===== config.mk =====
export PLATFORM = sky130hd
export DESIGN_NAME = packet_deframer_flat
export DESIGN_NICKNAME = d
export VERILOG_FILES = /design/src/rtl/bpsk_pkg.sv /design/src/rtl/packet_deframer_if.sv /design/src/rtl/packet_deframer_sync_detector.sv /design/src/rtl/packet_deframer.sv /design/src/flat_wrapper.sv
export SDC_FILE = /design/constraint.sdc
export NUM_CORES = 1
export LEC_CHECK = 0
export BUFFER_PORTS_ARGS = -buffer_cell sky130_fd_sc_hd__buf_2
export CAP_MARGIN = 40
export CORE_MARGIN = 2
export CORE_UTILIZATION = 35
export CTS_CLUSTER_DIAMETER = 60
export CTS_CLUSTER_SIZE = 10
export DETAILED_ROUTE_END_ITERATION = 12
export PLACE_DENSITY = 0.57
export SETUP_SLACK_MARGIN = 0.3
export SLEW_MARGIN = 20
export SYNTH_ARGS = -nofsm -noshare
export SYNTH_HDL_FRONTEND = slang
export SYNTH_SLANG_ARGS = --single-unit

===== constraint.sdc =====
create_clock -name clock -period 1.9 [get_ports clock]
set_input_delay 0.285 -clock clock [delete_from_list [all_inputs] [get_ports clock]]
set_output_delay 0.285 -clock clock [all_outputs]
set_load 0.005 [all_outputs]

===== src/rtl/bpsk_pkg.sv =====
// ============================================================================
//  Module   : bpsk_pkg
//  Purpose  : Shared framing defaults and state enumeration for the BPSK
//             link blocks (data_send and packet_deframer).
//  Revision : 1.0
// ============================================================================
`default_nettype none

package bpsk_pkg;

    localparam int unsigned c_packet_size    = 16;
    localparam int unsigned c_sync_size      = 8;
    localparam logic [7:0]  c_sync_word      = 8'hA5;
    localparam int unsigned c_timeout_cycles = 64;

    typedef enum logic [0:0] {
        HUNT    = 1'b0,
        RECEIVE = 1'b1
    } deframer_state_e;

    // Width of a counter that must hold the values 0 .. n-1 (at least 1 bit).
    function automatic int unsigned cnt_width(input int unsigned n);
        return (n < 2) ? 1 : $clog2(n);
    endfunction

endpackage

`default_nettype wire


===== src/rtl/packet_deframer_if.sv =====
// ============================================================================
//  Module   : packet_deframer_if
//  Purpose  : Bit-stream input, packet handshake and status bundle of the
//             packet deframer.
//  Revision : 1.0
// ============================================================================
`default_nettype none

interface packet_deframer_if #(
    parameter int unsigned PACKET_SIZE = bpsk_pkg::c_packet_size
);

    logic                   bit_in;
    logic                   bit_valid;
    logic [PACKET_SIZE-1:0] packet_out;
    logic                   packet_valid;
    logic                   packet_ready;
    logic                   locked;
    logic                   overrun;
    logic                   sync_lost;

    // Master: the receiver front end / packet consumer side.
    modport master (
        output bit_in,
        output bit_valid,
        output packet_ready,
        input  packet_out,
        input  packet_valid,
        input  locked,
        input  overrun,
        input  sync_lost
    );

    modport slave (
        input  bit_in,
        input  bit_valid,
        input  packet_ready,
        output packet_out,
        output packet_valid,
        output locked,
        output overrun,
        output sync_lost
    );

endinterface

`default_nettype wire


===== src/rtl/packet_deframer_sync_detector.sv =====
// ============================================================================
//  Module   : sync_detector
//  Purpose  : Hunt shift register with saturating fill count; flags the bit
//             that completes the sync word.
//  Revision : 1.0
// ============================================================================
`default_nettype none

module sync_detector import bpsk_pkg::*; #(
    parameter int unsigned          SYNC_SIZE = c_sync_size,
    parameter logic [SYNC_SIZE-1:0] SYNC_WORD = c_sync_word
) (
    input  logic clk,
    input  logic rst,
    input  logic i_clear,
    input  logic i_shift_en,
    input  logic i_bit,
    output logic o_match
);

    localparam int unsigned        c_fill_w   = cnt_width(SYNC_SIZE + 1);
    localparam logic [c_fill_w-1:0] c_fill_max = c_fill_w'(SYNC_SIZE);

    logic [SYNC_SIZE-1:0] r_shift;
    logic [SYNC_SIZE-1:0] w_shift_next;
    logic [c_fill_w-1:0]  r_fill;
    logic [c_fill_w-1:0]  w_fill_next;

    // Match is judged on the register as it will be after this bit, so the
    // completing bit is consumed here and never reaches the payload.
    always_comb begin
        w_shift_next = {r_shift[SYNC_SIZE-2:0], i_bit};
        w_fill_next  = (r_fill == c_fill_max) ? r_fill : r_fill + c_fill_w'(1);
        o_match      = i_shift_en && (w_shift_next == SYNC_WORD) && (w_fill_next == c_fill_max);
    end

    always_ff @(posedge clk) begin
        if (rst || i_clear) begin
            r_shift <= '0;
            r_fill  <= '0;
        end else if (i_shift_en) begin
            r_shift <= w_shift_next;
            r_fill  <= w_fill_next;
        end
    end

endmodule

`default_nettype wire


===== src/rtl/packet_deframer.sv =====
// ============================================================================
//  Module   : packet_deframer
//  Purpose  : Locks onto a sync word in a serial bit stream, assembles the
//             following payload and hands it out over a valid/ready slot.
//  Revision : 1.0
// ============================================================================
`default_nettype none

module packet_deframer import bpsk_pkg::*; #(
    parameter int unsigned          PACKET_SIZE    = c_packet_size,
    parameter int unsigned          SYNC_SIZE      = c_sync_size,
    parameter logic [SYNC_SIZE-1:0] SYNC_WORD      = c_sync_word,
    parameter int unsigned          TIMEOUT_CYCLES = c_timeout_cycles
) (
    input  logic             clock,
    input  logic             reset,
    packet_deframer_if.slave bus
);

    localparam int unsigned           c_cnt_w        = cnt_width(PACKET_SIZE);
    localparam int unsigned           c_to_w         = cnt_width(TIMEOUT_CYCLES + 1);
    localparam logic [c_cnt_w-1:0]    c_last_bit     = c_cnt_w'(PACKET_SIZE - 1);
    localparam logic [c_to_w-1:0]     c_timeout_last = c_to_w'(TIMEOUT_CYCLES - 1);

    deframer_state_e          r_state;
    deframer_state_e          w_state_next;
    logic [c_cnt_w-1:0]       r_bit_cnt;
    logic [c_to_w-1:0]        r_timeout_cnt;
    logic [PACKET_SIZE-1:0]   r_payload;
    logic [PACKET_SIZE-1:0]   w_payload_next;
    logic [PACKET_SIZE-1:0]   r_packet_out;
    logic                     r_packet_valid;
    logic                     r_locked;
    logic                     r_overrun;
    logic                     r_sync_lost;
    logic                     w_hunt_shift;
    logic                     w_match;
    logic                     w_complete;
    logic                     w_timeout;
    logic                     w_slot_free;
    logic                     w_load;

    sync_detector #(
        .SYNC_SIZE (SYNC_SIZE),
        .SYNC_WORD (SYNC_WORD)
    ) u_sync_detector (
        .clk        (clock),
        .rst        (reset),
        .i_clear    (r_state == RECEIVE),
        .i_shift_en (w_hunt_shift),
        .i_bit      (bus.bit_in),
        .o_match    (w_match)
    );

    always_ff @(posedge clock) begin
        if (reset) begin
            r_state <= HUNT;
        end else begin
            r_state <= w_state_next;
        end
    end

    // A bit arriving in the would-be timeout cycle wins over the timeout.
    always_comb begin
        w_state_next = r_state;
        w_hunt_shift = 1'b0;
        w_complete   = 1'b0;
        w_timeout    = 1'b0;
        case (r_state)
            HUNT: begin
                w_hunt_shift = bus.bit_valid;
                if (w_match) begin
                    w_state_next = RECEIVE;
                end
            end
            RECEIVE: begin
                if (bus.bit_valid) begin
                    if (r_bit_cnt == c_last_bit) begin
                        w_complete   = 1'b1;
                        w_state_next = HUNT;
                    end
                end else if (r_timeout_cnt == c_timeout_last) begin
                    w_timeout    = 1'b1;
                    w_state_next = HUNT;
                end
            end
            default: w_state_next = HUNT;
        endcase
    end

    // The slot counts as free when the held packet is consumed this very cycle.
    assign w_slot_free    = !r_packet_valid || bus.packet_ready;
    assign w_load         = w_complete && w_slot_free;
    assign w_payload_next = {r_payload[PACKET_SIZE-2:0], bus.bit_in};

    always_ff @(posedge clock) begin
        if (reset) begin
            r_bit_cnt      <= '0;
            r_timeout_cnt  <= '0;
            r_payload      <= '0;
            r_packet_out   <= '0;
            r_packet_valid <= 1'b0;
            r_locked       <= 1'b0;
            r_overrun      <= 1'b0;
            r_sync_lost    <= 1'b0;
        end else begin
            r_overrun   <= w_complete && !w_slot_free;
            r_sync_lost <= w_timeout;
            r_locked    <= (w_state_next == RECEIVE);

            if (r_state == RECEIVE) begin
                if (bus.bit_valid) begin
                    r_payload     <= w_payload_next;
                    r_bit_cnt     <= w_complete ? '0 : r_bit_cnt + c_cnt_w'(1);
                    r_timeout_cnt <= '0;
                end else if (w_timeout) begin
                    r_payload     <= '0;
                    r_bit_cnt     <= '0;
                    r_timeout_cnt <= '0;
                end else begin
                    r_timeout_cnt <= r_timeout_cnt + c_to_w'(1);
                end
            end else begin
                r_payload     <= '0;
                r_bit_cnt     <= '0;
                r_timeout_cnt <= '0;
            end

            if (w_load) begin
                r_packet_out   <= w_payload_next;
                r_packet_valid <= 1'b1;
            end else if (r_packet_valid && bus.packet_ready) begin
                r_packet_valid <= 1'b0;
            end
        end
    end

    assign bus.packet_out   = r_packet_out;
    assign bus.packet_valid = r_packet_valid;
    assign bus.locked       = r_locked;
    assign bus.overrun      = r_overrun;
    assign bus.sync_lost    = r_sync_lost;

endmodule

`default_nettype wire


===== src/flat_wrapper.sv =====
// flat-port wrapper written by rule: the top's interface ports become plain ports
module packet_deframer_flat import bpsk_pkg::*;
#(
    parameter int unsigned          PACKET_SIZE    = c_packet_size,
    parameter int unsigned          SYNC_SIZE      = c_sync_size,
    parameter logic [SYNC_SIZE-1:0] SYNC_WORD      = c_sync_word,
    parameter int unsigned          TIMEOUT_CYCLES = c_timeout_cycles
)
  (clock, reset, bus_bit_in, bus_bit_valid, bus_packet_ready, bus_packet_out, bus_packet_valid, bus_locked, bus_overrun, bus_sync_lost);
  packet_deframer_if #(.PACKET_SIZE(PACKET_SIZE)) bus_i ();
  input  logic clock;
  input  logic reset;
  input wire logic [$bits(bus_i.bit_in)-1:0] bus_bit_in;
  input wire logic [$bits(bus_i.bit_valid)-1:0] bus_bit_valid;
  input wire logic [$bits(bus_i.packet_ready)-1:0] bus_packet_ready;
  output wire logic [$bits(bus_i.packet_out)-1:0] bus_packet_out;
  output wire logic [$bits(bus_i.packet_valid)-1:0] bus_packet_valid;
  output wire logic [$bits(bus_i.locked)-1:0] bus_locked;
  output wire logic [$bits(bus_i.overrun)-1:0] bus_overrun;
  output wire logic [$bits(bus_i.sync_lost)-1:0] bus_sync_lost;
  assign bus_i.bit_in = bus_bit_in;
  assign bus_i.bit_valid = bus_bit_valid;
  assign bus_i.packet_ready = bus_packet_ready;
  assign bus_packet_out = bus_i.packet_out;
  assign bus_packet_valid = bus_i.packet_valid;
  assign bus_locked = bus_i.locked;
  assign bus_overrun = bus_i.overrun;
  assign bus_sync_lost = bus_i.sync_lost;
  packet_deframer #(.PACKET_SIZE(PACKET_SIZE), .SYNC_SIZE(SYNC_SIZE), .SYNC_WORD(SYNC_WORD), .TIMEOUT_CYCLES(TIMEOUT_CYCLES)) u_core (.clock(clock), .reset(reset), .bus(bus_i));
endmodule

After elaboration in Yosys (flattened, before gate mapping) --
Cells that the tools add are included.
Cells by class: add/subtract/negate cells 3, eq/ne operators 5, mux-type cells 20, bitwise gates (word level) 1, reduce and logical (&&, ||, !) cells 13
Operators by type and width (number):
- $mux W15 | 2
- $mux W4 | 4
- $mux W1 | 13
- $eq A4 B4 Y1 const B | 3
- $add A4 B1 Y4 const B | 2
- $eq A8 B8 Y1 const B | 1
- $add A7 B1 Y7 const B | 1
- $eq A7 B6 Y1 const B | 1
- $logic_and A1 B1 Y1 | 5
- $reduce_bool A2 Y1 | 2
- $reduce_or A4 Y1 | 1
- $logic_not A1 Y1 | 2
- $logic_or A1 B1 Y1 | 2
- $pmux W1 S2 | 1
- $reduce_or A2 Y1 | 1
- $not A1 Y1 | 1
Word-level totals: register bits 57, bits of input ports 5, output and inout port bits 20, logic and storage cells 52

Logic depth before layout (Yosys ltp) --
Gate-level depths: netlist of the first run.
depth in word-level cells 6, gate-level depth with buffers 8, depth with buffers taken out 6

Cells and area by module --
Synthesis of the first run repeated with hierarchy kept, for this count alone.
Unflattened totals: cell total of the unflattened synthesis 265, area, all modules 2503.7 sq um
Modules (own cells, without submodules):
- packet_deframer | times used 1, cells an instance 209, area an instance 1964.4 sq um, sequential area each 920.9 sq um
- sync_detector | times used 1, cells an instance 56, area an instance 539.3 sq um, sequential area each 220.2 sq um

Worst setup path after synthesis of the first run --
Ideal clock, no wire load.
kind register to register, start register u_core.r_timeout_cnt[0], end register u_core.r_payload[10], library setup time 0.117 ns, arrival time 1.434 ns, setup slack 0.350 ns, cell stages (with the launch flop) 8, buffers on the path 2, cells stage by stage dfxtp_1 > ha_1 > and3_4 > nand4b_4 > and2_4 > buf_6 > buf_6 > a22o_1
On the way: cells in the longest elaborated chain, start to end 5
Ends and longest elaborated chain:
- start: declaration | line packet_deframer.sv:28 | logic [c_to_w-1:0] r_timeout_cnt;
- start signal: assignment | line packet_deframer.sv:121 | r_timeout_cnt <= r_timeout_cnt + c_to_w'(1);
- $eq A7 B6 Y1 | line packet_deframer.sv:82 | end else if (r_timeout_cnt == c_timeout_last) begin
- $mux W1 | line packet_deframer.sv:82
- $mux W1 | line packet_deframer.sv:77 | if (bus.bit_valid) begin
- $mux W1 | line packet_deframer.sv:69 | case (r_state)
- $reduce_bool A2 Y1 (no line)
- end signal: assignment | line packet_deframer.sv:113 | r_payload <= w_payload_next;
- end: declaration | line packet_deframer.sv:29 | logic [PACKET_SIZE-1:0] r_payload;
No other way between the ends. A chain may end at the register's enable or synchronous reset.

Worst setup path after layout of the first run --
start register u_core.r_timeout_cnt[0], end register u_core.r_payload[1]
Same word-level chain as after synthesis.

==> results of run 1 <==
## layout make-up
class	instances	area, um^2	area share, %
well taps	75	93.8	3.65
inverters	3	11.3	0.438
flip-flops and latches	57	1140	44.5
multi-input cells	135	963	37.5
clock buffers	9	124	4.82
repair buffers	28	163	6.33
clock inverters	7	71.3	2.78
## layer usage
metal  global-route usage, %  vias to the layer above
met2                    17.5                       27
met4                    4.47                        0
met3                    7.26                        8
met5                       0                        -
met1                    15.6                      664
li1                        -                      775
## logic make-up after synthesis
kind of cell | Yosys count | synth area share, %
AO/OA/AOI/OAI | 30 | 10.1
XOR/XNOR | 7 | 2.80
adder cells (fa/ha/maj) | 4 | 2.29
buffers and inverters | 14 | 4.40
flip-flops | 57 | 52.2
multiplexers | 24 | 11.0
AND/OR/NAND/NOR | 70 | 17.3
## per-stage QoR
| stage | hold WS, ns | worst slack, ns | cell area [um^2] |
|---|---|---|---|
| 4_1_cts | 0.146 | 0.388 | 2550 |
| 5_1_grt | 0.143 | 0.289 | 2570 |
| 2_1_floorplan | 0.410 | 0.350 | 2190 |
| 3_3_place_gp | 0.427 | 0.338 | 2340 |
| 6_report | 0.157 | 0.404 | 2570 |
| 3_5_place_dp | 0.426 | 0.317 | 2340 |
## registers in the layout, indices dropped and copies added (netlist names), 4 cells and up
signal                          count
u_core.r_timeout_cnt                7
u_core.u_sync_detector.r_shift      7
u_core.u_sync_detector.r_fill       4
u_core.r_payload                   15
u_core.r_bit_cnt                    4
u_core.bus.packet_out              16
## power groups by stage
stage / logic, mW / registers (mW) / clock network [mW]
after floorplan: 0.0529 / 1.23 / 0
after global placement: 0.0649 / 1.24 / 0
after detailed placement: 0.0649 / 1.24 / 0
after CTS: 0.0652 / 1.21 / 1.13
after global routing: 0.0731 / 1.21 / 1.20
final: 0.0642 / 1.21 / 1.10
## cells in the mapped netlist, drive strengths merged, types with 2 or more instances
cell type / number
nand2b: 3
nor2: 39
a31oi: 3
dfxtp: 57
and2: 2
a22o: 16
nand3: 6
o21ai: 3
nand4: 2
clkbuf: 3
inv: 3
buf: 8
ha: 4
and3: 3
a21oi: 6
nand2: 5
mux2i: 24
xnor2: 4
nor3b: 3
nor3: 3
xor2: 3
## path summary, 6_finish.rpt
check	from	to	slack [ns]	cells past startpoint
hold reg to reg	u_core.r_timeout_cnt[6]$_SDFF_PP0_	u_core.r_timeout_cnt[6]$_SDFF_PP0_	0.44	2
setup / recovery	u_core.r_timeout_cnt[0]$_SDFF_PP0_	u_core.r_payload[1]$_SDFFE_PP0P_	0.40	5
hold / removal	reset	u_core.bus.packet_valid$_SDFFE_PP0P_	0.16	2
setup reg to reg	u_core.r_timeout_cnt[0]$_SDFF_PP0_	u_core.r_payload[1]$_SDFFE_PP0P_	0.40	5
## worst register-to-register path: cells and delay by family, from the launching register on
family                   cells  cell delay [ns]
flip-flops                   1             0.35
adder cells (fa/ha/maj)      1             0.20
AO/OA/AOI/OAI                1             0.24
AND/OR/NAND/NOR              3             0.60
## timing repair
| action | 4_1_cts | 5_1_grt |
|---|---|---|
| resized for setup | 0 | 5 |
| setup buffers | 1 | 0 |
| endpoints found under the hold margin | 0 | 0 |
| endpoints found under the setup margin | 1 | 4 |
| pin swaps | 1 | 0 |
| cloned | 0 | 0 |
==> impl.org, run 1 <==
** Status
- The run finished with clean final reports.

** Synthesis
- Sequential fraction of the synthesis area :: 52.2%
- In this run the biggest area consumer among cell types represents 52.2% of the synthesized area.
- The cell count after synthesis came out at 206.
- Warnings from Yosys :: 0
- In this run, synthesis inferred 0 flip-flops with an integrated enable.
- The number of nets in the synthesized netlist is about 220.
- Flip-flop and latch count after synthesis :: 57
- Per-instance average area after synthesis :: 10.6 um^2
- Yosys cell types :: 35
- Post-synth top area cell :: dfxtp_1
- Main area contributors after synthesis :: dfxtp_1 52%, mux2i_1 11%, a22o_1 6.4%, nor2_1 6.4%, buf_6 2.6%
- Post-synthesis async set-or-reset flop share :: 0%
- In the synthesized netlist the dominant register cell turns out to be dfxtp_1.
- Total standard cell area after synthesis :: 2190 um^2

** Route
- The detailed router put a total of around 1.9 mm of wire on met1.
- For this run, the detailed router's first-pass iteration total came to 4.
- The routed layout has 1474 vias.
- Routed signal wires occupy layers up through met4.
- In this run the remaining antenna-violating nets after routing total 0.
- The detailed router finished its first iteration with 83 violations.
- In the routed design, unresolved DRC markers number 0.
- Number of vias per cell after detailed routing :: 4.69
- Routed length on met2 :: 1.66 mm
- Wire length per cell after detailed routing :: roughly 12 um
- Total wirelength of the detailed-routed design :: 3.87 mm
- Detailed routing placed a total of 228 um of wire on met3.

** Clock tree
- After clock tree synthesis, the flow added hold-fix buffers numbering 0.
- For the worst-skew pair, the clock arrives at the later sink with an insertion delay of approximately 0.34 ns.
- Clock tree buffer depth :: 2
- Clock slew seen by the registers of the worst setup and hold paths :: about 0.060 ns
- Count of clock tree sinks :: between 50 and 60
- Root buffer cell :: clkbuf_8
- TritonCTS built the clock tree.
- The H-tree was split into 3 levels.
- Total clock buffers created by CTS :: 9

** Global routing
- The total overflow left after global routing is 0.
- The first global-routing pass estimated a little under 7 mm of wire.
- Maximum number of pins on one net before global-route repair :: 18
- Vias in the first global route :: 1419
- Global routing used 12.4% of the available tracks.
- Initial antenna violation count :: 0

** Placed design
- After legalization and detailed placement, the total HPWL measured 2.51 mm.
- In this run the tool buffered the top-level ports with 24 buffer cells.
- Placed insts :: 297
- Routability-driven placement congestion ratio :: around 0.72

** Pwr
- Power per standard cell area :: 925 nW/um^2
- The worst-case IR drop observed on VDD is approximately 0.64 mV.
- Power Internal :: 1.83 mW
- The clock network is responsible for 46.3% of the overall power.
- Switching pwr :: roughly 0.55 mW
- Design Power :: 2.38 mW
- Sequential group share of total power :: 50.9%
- In this run, the combinational gates consume 2.7% of the power.
- Switching part of the total power :: around 23%
- For this design the static power due to leakage is between 1 and 1.5 nW.

** Floorplan
- For this configuration, the core starts out at a cell density of between 30% and 40%.
- The die covers 6900 um^2.
- Count of standard-cell rows :: 28
- Floorplan Core Area :: 5990 um^2
- Measured along the x axis, the die boundary spans 83.1 um.
- Height of the die :: about 83 um
- For this design the top-level I/O count stands at 25.

** Finish
- 0 antenna diodes ended up in the layout.
- In the final design database the tool counted 243 nets.
- The post-route netlist has 23.4% of its cells at a drive strength greater than 1.
- Final core area utilization :: between 40% and 50%
- Fill cells in the final layout number around 600.
- Area growth from synthesis to layout :: 17.4%
- Leaving out fill and tap cells, the most frequent cell in the layout is dfxtp_1.
- Leading cell types in the layout, fill and taps excluded :: 56 x dfxtp_1, 37 x nor2_1, 24 x buf_2
- Final instance count without filler cells :: between 300 and 400

** Timing
- The final critical path takes up 78.7% of the cycle.
- Measured against its own limit, the worst slew margin works out to 74.5%.
- Setup violations remaining at the end of the flow were counted as 0.
- Total negative setup slack :: 0 ns
- Final max-slew violation count :: 0
- Worst-Margin Slew :: ~0.38 ns
- Setup repair after global routing left no endpoint under its margin.
- Fmax :: 668 MHz
- Setup clock skew after layout :: roughly 0.0087 ns
- Hold Fails Final Rpt :: 0
- Min cycle time layout :: 1.50 ns

** Worst setup path
- For the worst setup path, the data required time is 2.12 ns.
- The setup path with the least slack is of type reg -> reg.
- Max stage delay on crit path :: between 0.3 and 0.4 ns
- The critical path goes through ha_1, and3_4, nand4b_4, and2_4, a22o_1.
- Among cell families on the critical path, the largest total delay comes from simple AND/OR/NAND/NOR gates.
- Highest-delay cell along the critical path :: dfxtp_1
- Data arrival time of the worst path :: 1.72 ns
- Along the worst path, the maximum fanout reaches 16.
- Critical path capture point type :: flip-flop
- STA classifies the critical path startpoint as a flip-flop.
- Counting both buffers and inverters, the worst setup path holds a total of 0.

** Flow run
- The tool flagged a number of max-cap violations equal to 0.

** Min path
- Tightest Hold Check Type :: in -> reg
Power figures use the tool's default switching activity.
==> inputs of run 2 (changes only) <==
Settings changed: ABC_AREA set to 1.
Clock period 1.9 ns to 1.44 ns, I/O delays scaled along.
==> impl.org, run 2 <==
** Timing
- Setup clock skew after layout :: 0.00761 ns
- Setup violations remaining at the end of the flow were counted as 0.
- Min cycle time layout :: 1.33 ns
- Hold Fails Final Rpt :: 0
- Adding up every negative setup slack in the final design gives 0 ns.
- For the pin with the worst max-slew slack, the measured transition is 0.236 ns.
- Of the available clock period, the critical path in the final layout requires a little over 90%.
- Fmax :: 750 MHz
- PnR worst setup slack :: 0.107 ns
- Setup repair after global routing missed its margin :: yes
- Slew Limit Headroom :: 84.2%
- Final max-slew violation count :: 0

** Synthesis
- Most numerous cell types in the synthesized netlist :: 76 x nand2_1, 57 x dfxtp_1, 35 x nand4_1
- Sequential fraction of the synthesis area :: 48.8%
- Main flop type after synthesis :: dfxtp_1
- Number of cells produced by synthesis :: approximately 300
- In the post-synthesis netlist, the biggest area contributors are dfxtp_1 49%, nand2_1 12%, nand4_1 9.4%, a21oi_1 5.1%, nor2_1 3.9%.
- Counting every net in the synthesized netlist gives 303.
- Flip-flop and latch count after synthesis :: 57
- Proportion of netlist area held by the largest area contributor :: 48.8%
- Warnings from Yosys :: 0
- The synthesized design contains 0 enable-type register cells.
- Per-instance average area after synthesis :: 7.95 um^2
- Of all cell types, the one taking the most synthesized area is dfxtp_1.
- Counting distinct cell types in the post-synthesis netlist gives 22.
- Total standard cell area after synthesis :: 2340 um^2
- Post-synthesis async set-or-reset flop share :: 0%
- Most common cell in the synthesized netlist :: nand2_1

** Global routing
- The first global-routing pass estimated 8.93 mm of wire.
- Entering global routing, the biggest net connects 20 pins.
- Global routing consumed, over all layers together, approximately 16% of the routing resources.
- Aggregate global routing overflow :: 0
- The number of antenna violations at the first check in global routing was 0.
- The via count of the first global-routing pass was 1836.

** Worst setup path
- Cell-by-cell listing of the critical path :: ha_4, nand2_4, nor3_4, nand3_4, buf_6, nand3_4, nor2_1
- STA puts the critical path data required time at between 1.5 and 2 ns.
- Top delay family on crit path :: simple AND/OR/NAND/NOR gates
- Critical path capture point type :: flip-flop
- Together, buffers and inverters on the worst path number 1.
- Highest-delay cell along the critical path :: dfxtp_2
- Max stage delay on crit path :: 0.35 ns
- By instance count, the cell type seen most on the critical path is nand3_4.
- The number of cells on the worst reg-to-reg path is 7.
- Kind of critical path :: reg -> reg
- Data arrival time of the worst path :: 1.56 ns
- Startpoint type of the worst setup path :: flip-flop
- Critical path peak fanout :: 7
- Counting buffers and inverters, the worst setup path is 7 cells deep.

** Status
- Result of the run :: finished, violations left
- Failing checks :: DRC

** Finish
- Final core area utilization :: between 40% and 50%
- Area growth from synthesis to layout :: 37.3%
- The post-route netlist has 37.6% of its cells at a drive strength greater than 1.
- Flip-flop count of the largest register after layout :: 16
- After the last flow step, the layout net total stands at ~360.
- Leaving out fill and tap cells, the most frequent cells in the layout are 57 x nand2_1, 49 x dfxtp_1, 35 x nand4_1.
- Final instance count without filler cells :: 431
- Leaving out fill and tap cells, the most frequent cell in the layout is nand2_1.
- Number of inserted filler cells in the final layout :: 627
- The finished cells cover about 3200 um^2.
- Final antenna diode count :: 0

** Pwr
- For this design the ratio of total power to cell area is 1040 nW/um^2.
- Cell leakage power :: about 1.4 nW
- Worst-case vdd ir drop :: 0.520 mV

** Clock tree
- Clock tree buffer depth :: 2
- Root buffer cell :: clkbuf_8
- Clock slew seen by the registers of the worst setup and hold paths :: 0.06 ns
- TritonCTS built the clock tree.
- Count of clock tree sinks :: 57
- The number of clock buffers added by TritonCTS is 9.
- Clock insertion delay at the later pin of the skew report :: 0.34 ns
- H-tree depth :: 3

** Route
- For this block, the initial DRC count from the detailed router was 83.
- Total wirelength of the detailed-routed design :: 5.54 mm
- Number of vias per cell after detailed routing :: 4.85
- Number of vias after detailed routing :: 2091
- Once detail routing completed, the nets flagged for antenna violations numbered 0.
- DRC viols :: 2
- Wire length per cell after detailed routing :: 12.9 um
- Detailed-routing iteration count for the pre-antenna-repair pass :: 8

** Min path
- WHS Path Cells :: 3
- The tightest min-delay check is of the in -> reg type.

** Floorplan
- For this configuration, the core starts out at a cell density of 36.4%.
- After floorplanning, the core was sized to cover between 6000 and 7000 um^2.
- Die Area :: approximately 7300 um^2
- Top-level I/O count :: 25
- Count of standard-cell rows :: 29
- Die Span X :: 85.7 um
- The floorplan step set the die height to 85.7 um.

** Placed design
- Setup slack at placement :: 0.0635 ns
- Placed insts :: 393
- Area after detailed placement :: 2640 um^2
- Once detailed placement completed, the half-perimeter wirelength came to 3.46 mm.
- Number of I/O port buffers :: 24
- Routability-driven placement congestion ratio :: 0.750

** Flow run
- The tool flagged a number of max-cap violations equal to 0.
==> run 2: layout make-up <==
type | instances | area, um^2 | share of cell area (%)
tap | 77 | 96.3 | 3.00
clock buffer | 14 | 173 | 5.38
multi-input combinational | 197 | 1210 | 37.7
inverter | 23 | 88.8 | 2.77
clock inverter | 2 | 35.0 | 1.09
sequential | 57 | 1160 | 36.0
timing repair buffer | 61 | 449 | 14.0
==> run 2: stage by stage <==
stage | total power [mW] | hold slack [ns]
after floorplan | 1.75 | 0.315
after global placement | 1.79 | 0.429
after detailed placement | 1.79 | 0.439
after CTS | 3.34 | 0.129
after global routing | 3.47 | 0.147
final | 3.34 | 0.139
==> run 2: kinds of logic after synthesis <==
| family | Yosys count | share of synthesized area (%) |
|---|---|---|
| AOI/OAI and AO/OA | 32 | 7.71 |
| buffers and inverters | 40 | 7.76 |
| adders and majority gates | 4 | 2.14 |
| and+or+nand+nor | 155 | 31.3 |
| xor gates and xnor gates | 6 | 2.25 |
| DFF | 57 | 48.8 |
==> run 2: layer usage <==
metal,vias to the layer above,share of wire (%),GRT usage (%)
li1,1100,-,-
met1,946,49,20.6
met2,32,45,23.1
met3,13,3.3,3.56
met4,0,2.9,10.4
met5,-,0,0
==> run 2: worst paths after layout <==
kind / slack (ns) / to / startpoint
worst max-delay path: 0.11 / u_core.r_timeout_cnt[5]$_SDFF_PP0_ / u_core.r_timeout_cnt[1]$_SDFF_PP0_
worst min-delay path: 0.14 / u_core.r_payload[0]$_SDFFE_PP0P_ / bus_bit_in
worst max register to register: 0.11 / u_core.r_timeout_cnt[5]$_SDFF_PP0_ / u_core.r_timeout_cnt[1]$_SDFF_PP0_
worst min register to register: 0.45 / u_core.bus.packet_out[0]$_SDFFE_PP0P_ / u_core.bus.packet_out[0]$_SDFFE_PP0P_
==> run 2: timing repair <==
item | in CTS | in global routing
gates cloned | 4 | 1
hold endpoints to repair | 0 | 0
setup endpoints to repair | 50 | 54
resized for setup | 18 | 44
hold buffers | 0 | 0
buffers inserted | 10 | 7
pin swaps | 1 | 21
==> run 2: worst register-to-register path: cells and delay by family (launching register included) <==
kind	cells	cell delay (ns)
simple gates	5	0.55
fa+ha+maj	1	0.15
buf+inv	1	0.17
flops	1	0.35
==> run 2: power by group <==
| group | leakage, nW | total [mW] | switching, mW | internal [mW] |
|---|---|---|---|---|
| Combinational | 0.807 | 0.171 | 0.101 | 0.0692 |
| Sequential | 0.466 | 1.61 | 0.0153 | 1.60 |
| Clock | 0.107 | 1.56 | 0.620 | 0.940 |
| Total | 1.38 | 3.34 | 0.737 | 2.61 |
==> inputs of run 3 (changes only) <==
Settings changed: SETUP_SLACK_MARGIN 0.3 to not set.
==> impl.org, run 3 (same netlist as run 2, synthesis figures left out) <==
** Status
- The run finished, with violations left.
- The checks that failed: DRC.

** Finish
- The library cell used most frequently in the layout, excluding fill and tap cells, is nand2_1.
- In the layout the commonest cells are 75 x nand2_1, 53 x dfxtp_1, 35 x nand4_1.
- The finished cells cover about 2900 um^2.
- The finished layout holds 412 standard cells, fillers aside.
- Area growth from synthesis to layout :: 22.4%
- Flip-flop count of the largest register after layout :: 16
- Final antenna diode count :: 0
- Fraction of layout cells with a size suffix above 1 :: between 20 and 25%
- For this run, the post-layout net count is 339.

** Timing
- # setup viols final :: 0
- Final critical-path share of the clock period :: 96.9%
- PnR worst setup slack :: 0.0439 ns
- Hold timing on the final database bottoms out at a slack of 0.153 ns.
- Total negative setup slack :: 0 ns
- Min cycle time layout :: 1.40 ns
- The number of failing hold endpoints at the final stage was 0.
- Final max-slew violation count :: 0
- On the final layout, the worst clock skew is 0.00525 ns.
- Worst-Margin Slew :: 0.388 ns
- For this run, the top clock speed supported by timing is 716 MHz.
- Setup repair after global routing missed its margin :: yes
- Measured against its own limit, the worst slew margin works out to approximately three quarters.

** Worst setup path
- Reg-to-reg setup timing slack :: 0.04 ns
- Tracing the worst setup path back leads to its startpoint at u_core.r_bit_cnt[0]$_SDFFE_PP0P_.
- The worst register-to-register path begins at u_core.r_bit_cnt[0]$_SDFFE_PP0P_.
- Worst path buffer plus inverter count :: 1
- For this run, the slowest stage of the critical path takes roughly 0.36 ns.
- Top delay family on crit path :: simple AND/OR/NAND/NOR gates
- Data arrival time of the worst path :: 1.62 ns
- The critical path runs through a total of 7 cells.
- Cell-by-cell listing of the critical path :: ha_4, nand2_4, nor3_4, nand3_4, clkbuf_16, nand2_1, a21oi_2
- By startpoint and endpoint, the worst setup path is classified as reg -> reg.
- The slowest stage of the critical path belongs to the cell dfxtp_2.
- Reg2Reg Capture Point :: u_core.bus.packet_out[10]$_SDFFE_PP0P_
- Startpoint type of the worst setup path :: flip-flop
- In this run the worst path has a maximum fanout of 8.
- Critical path capture point type :: flip-flop
- Depth of the most critical reg-to-reg path :: 7
- End point of the critical path :: u_core.bus.packet_out[10]$_SDFFE_PP0P_
- At the worst endpoint, the required time is 1.67 ns.

** Clock tree
- For the worst-skew pair, the clock arrives at the later sink with an insertion delay of about 0.34 ns.
- Clock slew seen by the registers of the worst setup and hold paths :: ~0.060 ns
- H-tree depth :: 3
- Clock tree buffer depth :: 2
- In this run, post-CTS hold repair placed 0 buffers.
- Total clock buffers created by CTS :: 9
- Root buffer cell :: clkbuf_8
- Clock tree from TritonCTS :: built
- Counting every sink on the clock net gives 57.

** Route
- After the first detailed-routing iteration, the DRC count stood at roughly 100.
- DRC viols :: 1
- Detailed-routing iteration count for the pre-antenna-repair pass :: 8
- Dividing the detail-routed wire length by the instance count gives 12.4 um.
- Total wirelength of the detailed-routed design :: 5.10 mm
- Antenna-violating nets left :: 0
- Number of vias per cell after detailed routing :: 4.93
- The routed layout has just over 2000 vias.

** Global routing
- Maximum number of pins on one net before global-route repair :: 22
- Global routing finished with a remaining overflow of 0.
- The number of antenna violations at the first check in global routing is 0.
- The first global-routing pass estimated ~8.3 mm of wire.
- Vias in the first global route :: 1784
- Global routing used 14.7% of the available tracks across all layers.

** Placed design
- Number of I/O port buffers :: 24
- Placed insts :: 393
- Setup slack at placement :: 0.0522 ns
- Detailed placement ended at an HPWL of around 3.4 mm.
- Area after detailed placement :: 2580 um^2
- Routability-driven placement congestion ratio :: 0.765

** Floorplan
- Initial Util :: 36.4%
- Floorplan Core Area :: 6420 um^2
- Top-level I/O count :: 25
- Measured along the y axis, the die boundary spans between 80 and 90 um.
- Die Area :: 7350 um^2
- Die Span X :: about 86 um
- The initialized floorplan defines 29 standard-cell rows.

** Pwr
- Cell leakage power :: 1.22 nW
- Power per standard cell area :: 1040 nW/um^2
- IR analysis of the VDD net gives a maximum drop of 0.381 mV.

** Flow run
- MaxCap Viol Count :: 0

** Min path
- In this run the worst hold path is classified as in -> reg.
==> run 3: worst reg2reg max path, delay by kind of cell (launching register included) <==
family / cells / cell delay [ns]
flip-flops: 1 / 0.36
buffers and inverters: 1 / 0.19
AND/OR/NAND/NOR: 4 / 0.53
adder cells (fa/ha/maj): 1 / 0.15
AO/OA/AOI/OAI: 1 / 0.06
==> run 3: area by class of cell <==
cell class / instances / area [um^2]
multi-input combinational: 197 / 1070
tap: 77 / 96.3
clock buffer: 12 / 135
sequential: 57 / 1150
clock inverter: 4 / 20.0
timing repair buffer: 42 / 304
inverter: 23 / 86.3
fill: 637 / 3560
==> run 3: worst min-delay path by stage <==
| stage | slack (ns) | cells after the start | to | start |
|---|---|---|---|---|
| 5_1_grt | 0.16 | 3 | u_core.r_payload[0]$_SDFFE_PP0P_ | bus_bit_in |
| 4_1_cts | 0.13 | 3 | u_core.r_payload[0]$_SDFFE_PP0P_ | bus_bit_in |
| 6_report | 0.15 | 3 | u_core.r_payload[0]$_SDFFE_PP0P_ | bus_bit_in |
| 3_3_place_gp | 0.43 | 1 | u_core.r_timeout_cnt[0]$_SDFF_PP0_ | u_core.r_timeout_cnt[0]$_SDFF_PP0_ |
| 2_1_floorplan | 0.32 | 1 | u_core.u_sync_detector.r_shift[6]$_SDFFE_PP0P_ | bus_bit_valid |
| 3_5_place_dp | 0.44 | 1 | u_core.r_timeout_cnt[0]$_SDFF_PP0_ | u_core.r_timeout_cnt[0]$_SDFF_PP0_ |
==> run 3: per-layer routing <==
| layer | vias to the layer above | wire [um] | GRT usage [%] | part of all wire [%] |
|---|---|---|---|---|
| met5 | - | 0 | 0 | 0 |
| li1 | 1064 | - | - | - |
| met2 | 34 | 2290 | 22.4 | 45 |
| met1 | 922 | 2460 | 18.3 | 48 |
| met3 | 12 | 241 | 3.56 | 4.7 |
| met4 | 0 | 114 | 9.96 | 2.2 |
==> run 3: repair_timing <==
item                                    4_1_cts  5_1_grt
setup buffers                                 0        2
gates resized for setup                       0       21
endpoints found under the setup margin        0       43
==> run 3: stage by stage <==
step	util [%]	total power, mW
floorplan	-	1.74
global placement	40.2	1.78
detailed placement	40.2	1.78
CTS	42.6	3.01
global route	44.5	3.09
finish	44.5	2.97
==> run 3: power breakdown <==
group | total [mW] | internal, mW | leakage, nW | switching, mW
clock network | 1.22 | 0.612 | 0.0839 | 0.610
registers | 1.61 | 1.60 | 0.463 | 0.0126
logic | 0.134 | 0.0461 | 0.675 | 0.0875
total | 2.97 | 2.26 | 1.22 | 0.710
